### src/rtl/stack_alu_ctrl.sv
// Operand-stack controller that sequences an external combinational ALU.
// Single-cycle stack commands complete in IDLE; arithmetic waits ALU_CICLI cycles for the ALU.
module stack_alu_ctrl #(
  parameter int unsigned N         = 32,
  parameter int unsigned DEPTH     = 8,
  parameter int unsigned LOG_DEPTH = 3,
  parameter int unsigned ALU_CICLI = 2
) (
  input  logic                 clock,
  input  logic                 reset,
  input  logic                 cmd_valid,
  input  logic [2:0]           cmd,
  input  logic [N-1:0]         dato_in,
  output logic                 cmd_ready,
  output logic [N-1:0]         alu_x,
  output logic [N-1:0]         alu_y,
  output logic [2:0]           alu_alpha,
  input  logic [N-1:0]         alu_z,
  input  logic                 alu_segno,
  output logic [N-1:0]         top,
  output logic [LOG_DEPTH:0]   sp,
  output logic                 done,
  output logic [1:0]           errore,
  output logic                 segno
);

  localparam int unsigned CntW = (ALU_CICLI > 1) ? $clog2(ALU_CICLI) : 1;
  localparam logic [LOG_DEPTH:0] SpFull = (LOG_DEPTH + 1)'(DEPTH);

  localparam logic [2:0] CmdPush  = 3'd0;
  localparam logic [2:0] CmdPop   = 3'd1;
  localparam logic [2:0] CmdAdd   = 3'd2;
  localparam logic [2:0] CmdSub   = 3'd3;
  localparam logic [2:0] CmdInc   = 3'd4;
  localparam logic [2:0] CmdDec   = 3'd5;
  localparam logic [2:0] CmdDiv   = 3'd6;
  localparam logic [2:0] CmdClear = 3'd7;

  localparam logic [2:0] AluAdd = 3'd0;
  localparam logic [2:0] AluSub = 3'd1;
  localparam logic [2:0] AluInc = 3'd2;
  localparam logic [2:0] AluDec = 3'd3;
  localparam logic [2:0] AluDiv = 3'd6;

  localparam logic [1:0] ErrOk    = 2'd0;
  localparam logic [1:0] ErrUnder = 2'd1;
  localparam logic [1:0] ErrOver  = 2'd2;
  localparam logic [1:0] ErrDivZ  = 2'd3;

  typedef enum logic [0:0] {StIdle, StWait} state_e;

  state_e              r_state, w_state_d;
  logic [CntW-1:0]     r_cnt, w_cnt_d;
  logic [LOG_DEPTH:0]  r_sp, w_sp_d;
  logic                r_done, w_done_d;
  logic [1:0]          r_err, w_err_d;
  logic                r_segno, w_segno_d;
  logic [N-1:0]        r_x, w_x_d;
  logic [N-1:0]        r_y, w_y_d;
  logic [2:0]          r_alpha, w_alpha_d;
  logic                r_binop, w_binop_d;
  logic [N-1:0]        r_stack [DEPTH];

  logic                 w_we;
  logic [LOG_DEPTH-1:0] w_waddr;
  logic [N-1:0]         w_wdata;
  logic [LOG_DEPTH-1:0] w_tidx;
  logic [LOG_DEPTH-1:0] w_sidx;
  logic [N-1:0]         w_t;
  logic [N-1:0]         w_s;
  logic                 w_sp_ge1;
  logic                 w_sp_ge2;

  // Low bits of sp wrap correctly at sp==DEPTH, so T/S indices never need the MSB.
  assign w_tidx   = r_sp[LOG_DEPTH-1:0] - LOG_DEPTH'(1);
  assign w_sidx   = r_sp[LOG_DEPTH-1:0] - LOG_DEPTH'(2);
  assign w_t      = r_stack[w_tidx];
  assign w_s      = r_stack[w_sidx];
  assign w_sp_ge1 = (r_sp != '0);
  assign w_sp_ge2 = (r_sp > (LOG_DEPTH + 1)'(1));

  always_comb begin
    w_state_d = r_state;
    w_cnt_d   = r_cnt;
    w_sp_d    = r_sp;
    w_done_d  = 1'b0;
    w_err_d   = r_err;
    w_segno_d = r_segno;
    w_x_d     = r_x;
    w_y_d     = r_y;
    w_alpha_d = r_alpha;
    w_binop_d = r_binop;
    w_we      = 1'b0;
    w_waddr   = w_tidx;
    w_wdata   = alu_z;
    unique case (r_state)
      StIdle: begin
        if (cmd_valid) begin
          unique case (cmd)
            CmdPush: begin
              w_done_d = 1'b1;
              if (r_sp == SpFull) begin
                w_err_d = ErrOver;
              end else begin
                w_err_d = ErrOk;
                w_we    = 1'b1;
                w_waddr = r_sp[LOG_DEPTH-1:0];
                w_wdata = dato_in;
                w_sp_d  = r_sp + (LOG_DEPTH + 1)'(1);
              end
            end
            CmdPop: begin
              w_done_d = 1'b1;
              if (!w_sp_ge1) begin
                w_err_d = ErrUnder;
              end else begin
                w_err_d = ErrOk;
                w_sp_d  = r_sp - (LOG_DEPTH + 1)'(1);
              end
            end
            CmdClear: begin
              w_done_d = 1'b1;
              w_err_d  = ErrOk;
              w_sp_d   = '0;
            end
            CmdAdd, CmdSub, CmdDiv: begin
              if (!w_sp_ge2) begin
                w_done_d = 1'b1;
                w_err_d  = ErrUnder;
              end else if (cmd == CmdDiv && w_t == '0) begin
                w_done_d = 1'b1;
                w_err_d  = ErrDivZ;
              end else begin
                w_x_d     = w_s;
                w_y_d     = w_t;
                w_alpha_d = (cmd == CmdAdd) ? AluAdd : (cmd == CmdSub) ? AluSub : AluDiv;
                w_binop_d = 1'b1;
                w_cnt_d   = CntW'(ALU_CICLI - 1);
                w_state_d = StWait;
              end
            end
            CmdInc, CmdDec: begin
              if (!w_sp_ge1) begin
                w_done_d = 1'b1;
                w_err_d  = ErrUnder;
              end else begin
                w_x_d     = w_t;
                w_y_d     = '0;
                w_alpha_d = (cmd == CmdInc) ? AluInc : AluDec;
                w_binop_d = 1'b0;
                w_cnt_d   = CntW'(ALU_CICLI - 1);
                w_state_d = StWait;
              end
            end
            default: ;
          endcase
        end
      end
      StWait: begin
        if (r_cnt == '0) begin
          w_we      = 1'b1;
          w_waddr   = r_binop ? w_sidx : w_tidx;
          w_sp_d    = r_binop ? (r_sp - (LOG_DEPTH + 1)'(1)) : r_sp;
          w_segno_d = alu_segno;
          w_done_d  = 1'b1;
          w_err_d   = ErrOk;
          w_state_d = StIdle;
        end else begin
          w_cnt_d = r_cnt - CntW'(1);
        end
      end
      default: w_state_d = StIdle;
    endcase
  end

  always_ff @(posedge clock or posedge reset) begin
    if (reset) begin
      r_state <= StIdle;
      r_cnt   <= '0;
      r_sp    <= '0;
      r_done  <= 1'b0;
      r_err   <= ErrOk;
      r_segno <= 1'b0;
      r_x     <= '0;
      r_y     <= '0;
      r_alpha <= '0;
      r_binop <= 1'b0;
      for (int i = 0; i < int'(DEPTH); i++) begin
        r_stack[i] <= '0;
      end
    end else begin
      r_state <= w_state_d;
      r_cnt   <= w_cnt_d;
      r_sp    <= w_sp_d;
      r_done  <= w_done_d;
      r_err   <= w_err_d;
      r_segno <= w_segno_d;
      r_x     <= w_x_d;
      r_y     <= w_y_d;
      r_alpha <= w_alpha_d;
      r_binop <= w_binop_d;
      if (w_we) begin
        r_stack[w_waddr] <= w_wdata;
      end
    end
  end

  assign cmd_ready = (r_state == StIdle);
  assign alu_x     = r_x;
  assign alu_y     = r_y;
  assign alu_alpha = r_alpha;
  assign top       = w_sp_ge1 ? w_t : '0;
  assign sp        = r_sp;
  assign done      = r_done;
  assign errore    = r_err;
  assign segno     = r_segno;

endmodule

### config.mk
export PLATFORM = sky130hd
export DESIGN_NAME = stack_alu_ctrl
export DESIGN_NICKNAME = d
export VERILOG_FILES = /design/src/rtl/stack_alu_ctrl.sv
export SDC_FILE = /design/constraint.sdc
export NUM_CORES = 1
export LEC_CHECK = 0
export ABC_AREA = 1
export BUFFER_PORTS_ARGS = -buffer_cell sky130_fd_sc_hd__buf_2
export CELL_PAD_IN_SITES_DETAIL_PLACEMENT = 1
export CELL_PAD_IN_SITES_GLOBAL_PLACEMENT = 1
export CORE_AREA = 2 2 210 212
export CTS_BUF_LIST = sky130_fd_sc_hd__clkbuf_4 sky130_fd_sc_hd__clkbuf_8 sky130_fd_sc_hd__clkbuf_16
export DETAILED_ROUTE_END_ITERATION = 12
export DIE_AREA = 0 0 212 214
export PLACE_DENSITY_LB_ADDON = 0.1
export SETUP_SLACK_MARGIN = 0.1
export SYNTH_ARGS = -nofsm -noshare
export SYNTH_HDL_FRONTEND = slang
export SYNTH_SLANG_ARGS = --single-unit
### constraint.sdc
create_clock -name clock -period 11.8 [get_ports clock]
set_clock_uncertainty 0.2 [all_clocks]
set_input_delay 1.18 -clock clock [delete_from_list [all_inputs] [get_ports clock]]
set_output_delay 1.18 -clock clock [all_outputs]
set_load 0.03 [all_outputs]
# Yosys cells after proc, flatten, opt, wreduce, memory -nomap -nowiden
# Index checks and enable logic that the tools add are counted.
dict set report word_totals {
  mem_bits_ro 0
  output_inout_bits 108
  n_memories 0
  inputBits 71
  regBits 334
  latchBits 0
  word_cells 148
  ram_bits 0
}
dict set report classes {
  n_mul 0
  add_sub_neg 5
  n_eq_ne 23
  bitwise_logic 5
  shift 0
  n_div 0
  muxes 78
  n_reduce_logical 14
  order_cmp 5
}
# op n
set op_table {}
lappend op_table {{$mux W32} 16}
lappend op_table {{$bwmux W256} 1}
lappend op_table {{$bmux W32 S3} 2}
lappend op_table {{$pmux W32 S2} 2}
lappend op_table {{$demux W32 S3} 1}
lappend op_table {{$logic_not A32 Y1} 1}
lappend op_table {{$mux W3} 10}
lappend op_table {{$mux W1} 21}
lappend op_table {{$mux W4} 5}
lappend op_table {{$ne A3 B3 Y1 const B} 6}
lappend op_table {{$pmux W1 S2} 7}
lappend op_table {{$eq A3 B3 Y1 const B} 4}
lappend op_table {{$ge A4 B4 Y1 const B} 3}
lappend op_table {{$mux W2} 6}
lappend op_table {{$not A3 Y4} 3}
lappend op_table {{$pmux W3 S2} 2}
lappend op_table {{$pmux W4 S3} 1}
lappend op_table {{$reduce_and A6 Y1} 2}
lappend op_table {{$ne A2 B2 Y1 const B} 5}
lappend op_table {{$pmux W2 S5} 1}
lappend op_table {{$pmux W4 S2} 1}
lappend op_table {{$eq A3 B2 Y1 const B} 2}
lappend op_table {{$reduce_or A3 Y1} 2}
lappend op_table {{$reduce_and A5 Y1} 1}
lappend op_table {{23 further kinds} 25}

# Logic depth before layout (Yosys ltp)
dict set report logic_depth {
  ltp_word 12
  depth_mapped 24
  ltp_nobuf 17
}

# Worst setup path after synthesis
# No wires, ideal clock.
dict set report synth_path {
  kind {register -> output}
  from {reg r_sp[0], in the netlist sp[0]}
  to {out top[7]}
  required_time_ns 10.420
  path_stages_with_launch 17
  path_buffers 7
  path_slack_ns 7.094
  t_arrival_ns 3.326
  cell_sequence {dfrtp_1 -> buf_2 -> clkinv_1 -> buf_2 -> clkbuf_1 -> clkbuf_1 -> clkbuf_1 -> ha_1 -> buf_2 -> inv_2 -> clkbuf_1 -> o211ai_1 -> nand2_1 -> nand2_1 -> nand2_1 -> inv_1 -> nor2_1}
}
dict set report synth_between {
  elab_chain_len 6
  elab_cells_between_ends 7
  cone_classes {add/sub (1); mux (4); bitwise (1); reduce/logical (1)}
}
# element line
set synth_rtl {}
lappend synth_rtl {{from (decl)} 54} ;# logic [LOG_DEPTH:0] r_sp, w_sp_d;
lappend synth_rtl {{from (signal assigned)} 194} ;# r_sp <= w_sp_d;
lappend synth_rtl {{$sub A3 B1 Y3} 75} ;# assign w_tidx = r_sp[LOG_DEPTH-1:0] - LOG_DEPTH'(1);
lappend synth_rtl {{$not A3 Y4 (not written as such)} 77} ;# assign w_t = r_stack[w_tidx];
lappend synth_rtl {{$bmux W32 S3} 77}
lappend synth_rtl {{$mux W32 (not written as such) (2 in a row)} 77}
lappend synth_rtl {{$mux W32 *} 212} ;# assign top = w_sp_ge1 ? w_t : '0;
lappend synth_rtl {{to (decl)} 20} ;# output logic [N-1:0] top,
# Every way passes the cells marked *; elsewhere a longest branch is shown, timed or not. The select of a mux whose other input is x is not followed.

# Worst setup path after layout
dict set report layout_path {
  from {reg r_sp[1], in the netlist sp[1]}
  to {reg r_stack[195] (netlist bit)}
}
dict set report layout_between {
  elab_chain_len 11
  elab_cells_between_ends 24
  cone_classes {add/sub (2); order compare (2); eq/ne (1); mux (17); bitwise (1); reduce/logical (1)}
}
# element line
set layout_rtl {}
lappend layout_rtl {{$sub A3 B1 Y3 or $eq A4 B4 Y1 (tied branches)} {75, 102}}
lappend layout_rtl {{$mux W3} 102} ;# if (r_sp == SpFull) begin
lappend layout_rtl {{$mux W3} 99} ;# unique case (cmd)
lappend layout_rtl {{$mux W3} 98} ;# if (cmd_valid) begin
lappend layout_rtl {{$pmux W3 S2} 96} ;# unique case (r_state)
lappend layout_rtl {{$not A3 Y4 (not written as such)} 203} ;# r_stack[w_waddr] <= w_wdata;
lappend layout_rtl {{$ge A4 B4 Y1 (not written as such) or $lt A4 B1 Y1 (tied branches)} 203}
lappend layout_rtl {{$logic_and A1 B1 Y1 (not written as such)} 203}
lappend layout_rtl {{$mux W32 (not written as such)} 203}
lappend layout_rtl {{$demux W32 S3} 203}
lappend layout_rtl {{$bwmux W256} 203}
lappend layout_rtl {{to (signal, indexed assignment)} 203}
lappend layout_rtl {{to (decl)} 62} ;# logic [N-1:0] r_stack [DEPTH];
# Parallel ways exist; a longest one is shown, timed or not.
# A chain may end at the register's enable or synchronous reset.

==> reports/qor.csv <==
metric,value,unit
cts_made_buffers,42,
maxCapViolations,0,
ys_warn_count,0,
drt_pass1_iterations,5,
synthMuxAreaShare,0.0615,%
synth-simple-area-share,26.4,%
endpoint_kind,flop,
die_w,212,microns
setup_viol,0,
slowest_stage,nor2_4,
period_needed,6.61,ns
r2r-end,r_stack[195],
grt-busiest-layer,met2,
syn_inst,2622,
whs_path_depth,2,
cts_sinks,334,
post_synth_instance_area,18300,sq um
met1_usage,43.4,%
wl_per_cell,20.8,microns
antenna_found_initial,0,
rows,76,
r2r_slack,5.19,ns
setup_tns,0,ns
cts_hold_buf,0,
synth_enable_flop_cells,0,
post_cts_buffers,0,
synthAdderAreaFrac,0.410,%
hold_path_class,reg -> reg,
dominantRegCellSynth,dfrtp_1,
worst_r2r_path_depth,16,
min_to,alu_y[30],
cts_tree,yes,
clock_tree.buffer_depth,3,
syn_to_final_growth,14.3,%
hold_viol,0,
fp.coreArea,42900,sq um
clock-root-buffer,clkbuf_16,
drt_iter0_markers,1193,
crit_buf_inv,6,
ctsResizeCount,0,
tightest_slew,1.28,ns
cts_htree_levels,2,
synth_top_family_by_area,simple AND/OR/NAND/NOR gates,
synth_compound_area_share,17.7,%
status,finished clean,
grt_start_max_net_pins,217,
crit_path_start_kind,flop,
die-area,45400,sq um
timing.final.max_slew_violations,0,
path_cells,inv_1 -> buf_4 -> ha_2 -> nand2_1 -> nor2_1 -> nor2_1 -> inv_2 -> nor2_4 -> inv_2 -> nand2_1 -> xor2_1 -> nor2_1 -> inv_2 -> nor2_4 -> buf_4 -> o21ai_0,
synth_xor_xnor_area_share,0.280,%
synth.distinct_cells,30,
vias,18400,
grt_pass1_wl,107000,microns
seq_area_frac_synth,45.6,%
syn_area_per_cell,6.99,sq um
slew_headroom,14.8,%
layout-drive-gt1-share,11.3,%
required,12.01,ns
drcViolationCount,0,
nets,2773,
viasPerCell,5.54,
ys_async_sr_fraction,100,%
clk_pin_slew,0.06,ns
rr_startpoint,sp[1],
first_global_vias,18700,
use_met3,4.72,%
synth-seq-cells,334,
wirelength,68800,microns
crit_cells,16,
synth_nets,2699,
io-pin-count,179,
overflow,0,
antenna_left,0,
arrival,6.83,ns
start_util,42.7,%
clk_latency,0.57,ns
cp_max_fo,60,
gp_congestion,0.825,
grt_use_total,30.5,%
crit_family,simple AND/OR/NAND/NOR gates,
layout_common_cells,"nand2_1 (917), o21ai_0 (380), dfrtp_1 (332), inv_1 (263), buf_2 (178)",
io_buffers,178,
insertedDiodeCount,0,
final_common_cell,nand2_1,
met2_usage,47.2,%
fmax,151,MHz
worstSetupPathType,reg -> reg,
dp_hpwl,41900,microns
die_h,214,microns
rsz0062_at_grt,false,
cp_slowest_stage_delay,0.95,ns
final.period_utilization,56.1,%
worstHoldStart,alu_y[30],
==> worst max path at each step <==
stage | startpoint | endpoint | slack [ns]
6_report | sp[1] | r_stack[195] | 5.19
5_1_grt | sp[1] | r_stack[212] | 4.94
4_1_cts | sp[1] | r_stack[195] | 5.32
3_5_place_dp | sp[1] | r_stack[219] | 5.35
3_3_place_gp | sp[1] | alu_y[24] | 5.43
2_1_floorplan | reset | alu_alpha[0] | 1.17
==> cell usage after synthesis (26+ instances only) <==
cell type,instances,area (sq um)
nand2_1,921,3460
a221oi_1,32,280
inv_1,264,991
clkbuf_1,121,454
o22ai_1,66,413
nor2_1,169,634
o21ai_0,380,1900
buf_2,45,225
o211ai_1,26,195
dfrtp_1,334,8360
nand3_1,139,696
a21oi_1,78,390
==> layout make-up <==
cell class | instances | area (sq um)
flip-flops and latches | 334 | 8370
fillers | 5532 | 21900
clock inverters | 18 | 149
well taps | 585 | 732
clock buffers | 58 | 1260
repair buffers | 205 | 1110
multi-input cells | 1840 | 8300
inverters | 273 | 1040
==> tightest hold or removal path: cells and delay by family (launching register included) <==
kind,cells,cell delay [ns]
flip-flops,1,0.34
AND/OR/NAND/NOR,2,0.10
==> metal layers <==
layer	up-vias	part of all wire, %
met5	-	0
met4	0	2.9
met3	127	6.3
met2	549	45
met1	9114	46
li1	8566	-
==> kinds of logic (layout without fill, tap and decap cells) <==
group,Yosys count,count (layout)
AND/OR/NAND/NOR,1236,1236
flip-flops,334,334
AO/OA/AOI/OAI,592,592
buffers and inverters,448,554
multiplexers,1,1
XOR/XNOR,5,5
adder cells (fa/ha/maj),6,6
==> through the flow <==
stage	area [sq um]	std cells	hold slack [ns]	util, %	setup WS [ns]
after floorplan	18300	2622	0.253	-	1.17
after global placement	19500	3237	0.258	45.6	5.43
after detailed placement	19500	3237	0.260	45.6	5.35
after CTS	20900	3313	0.276	48.8	5.32
after global routing	20900	3313	0.293	48.8	4.94
final	20900	3313	0.270	48.8	5.19
==> state kept, by name, summed over array words and instances, names as in the netlist <==
name and flops:
r_state 1, alu_x 32, errore 2, segno 1
done 1, alu_alpha 3, sp 4, r_cnt 1
r_stack 256, alu_y 32, r_binop 1
Power is left out: the tool's default activity adds up to more than one toggle a clock period on the data nets, which glitch-free logic cannot reach.
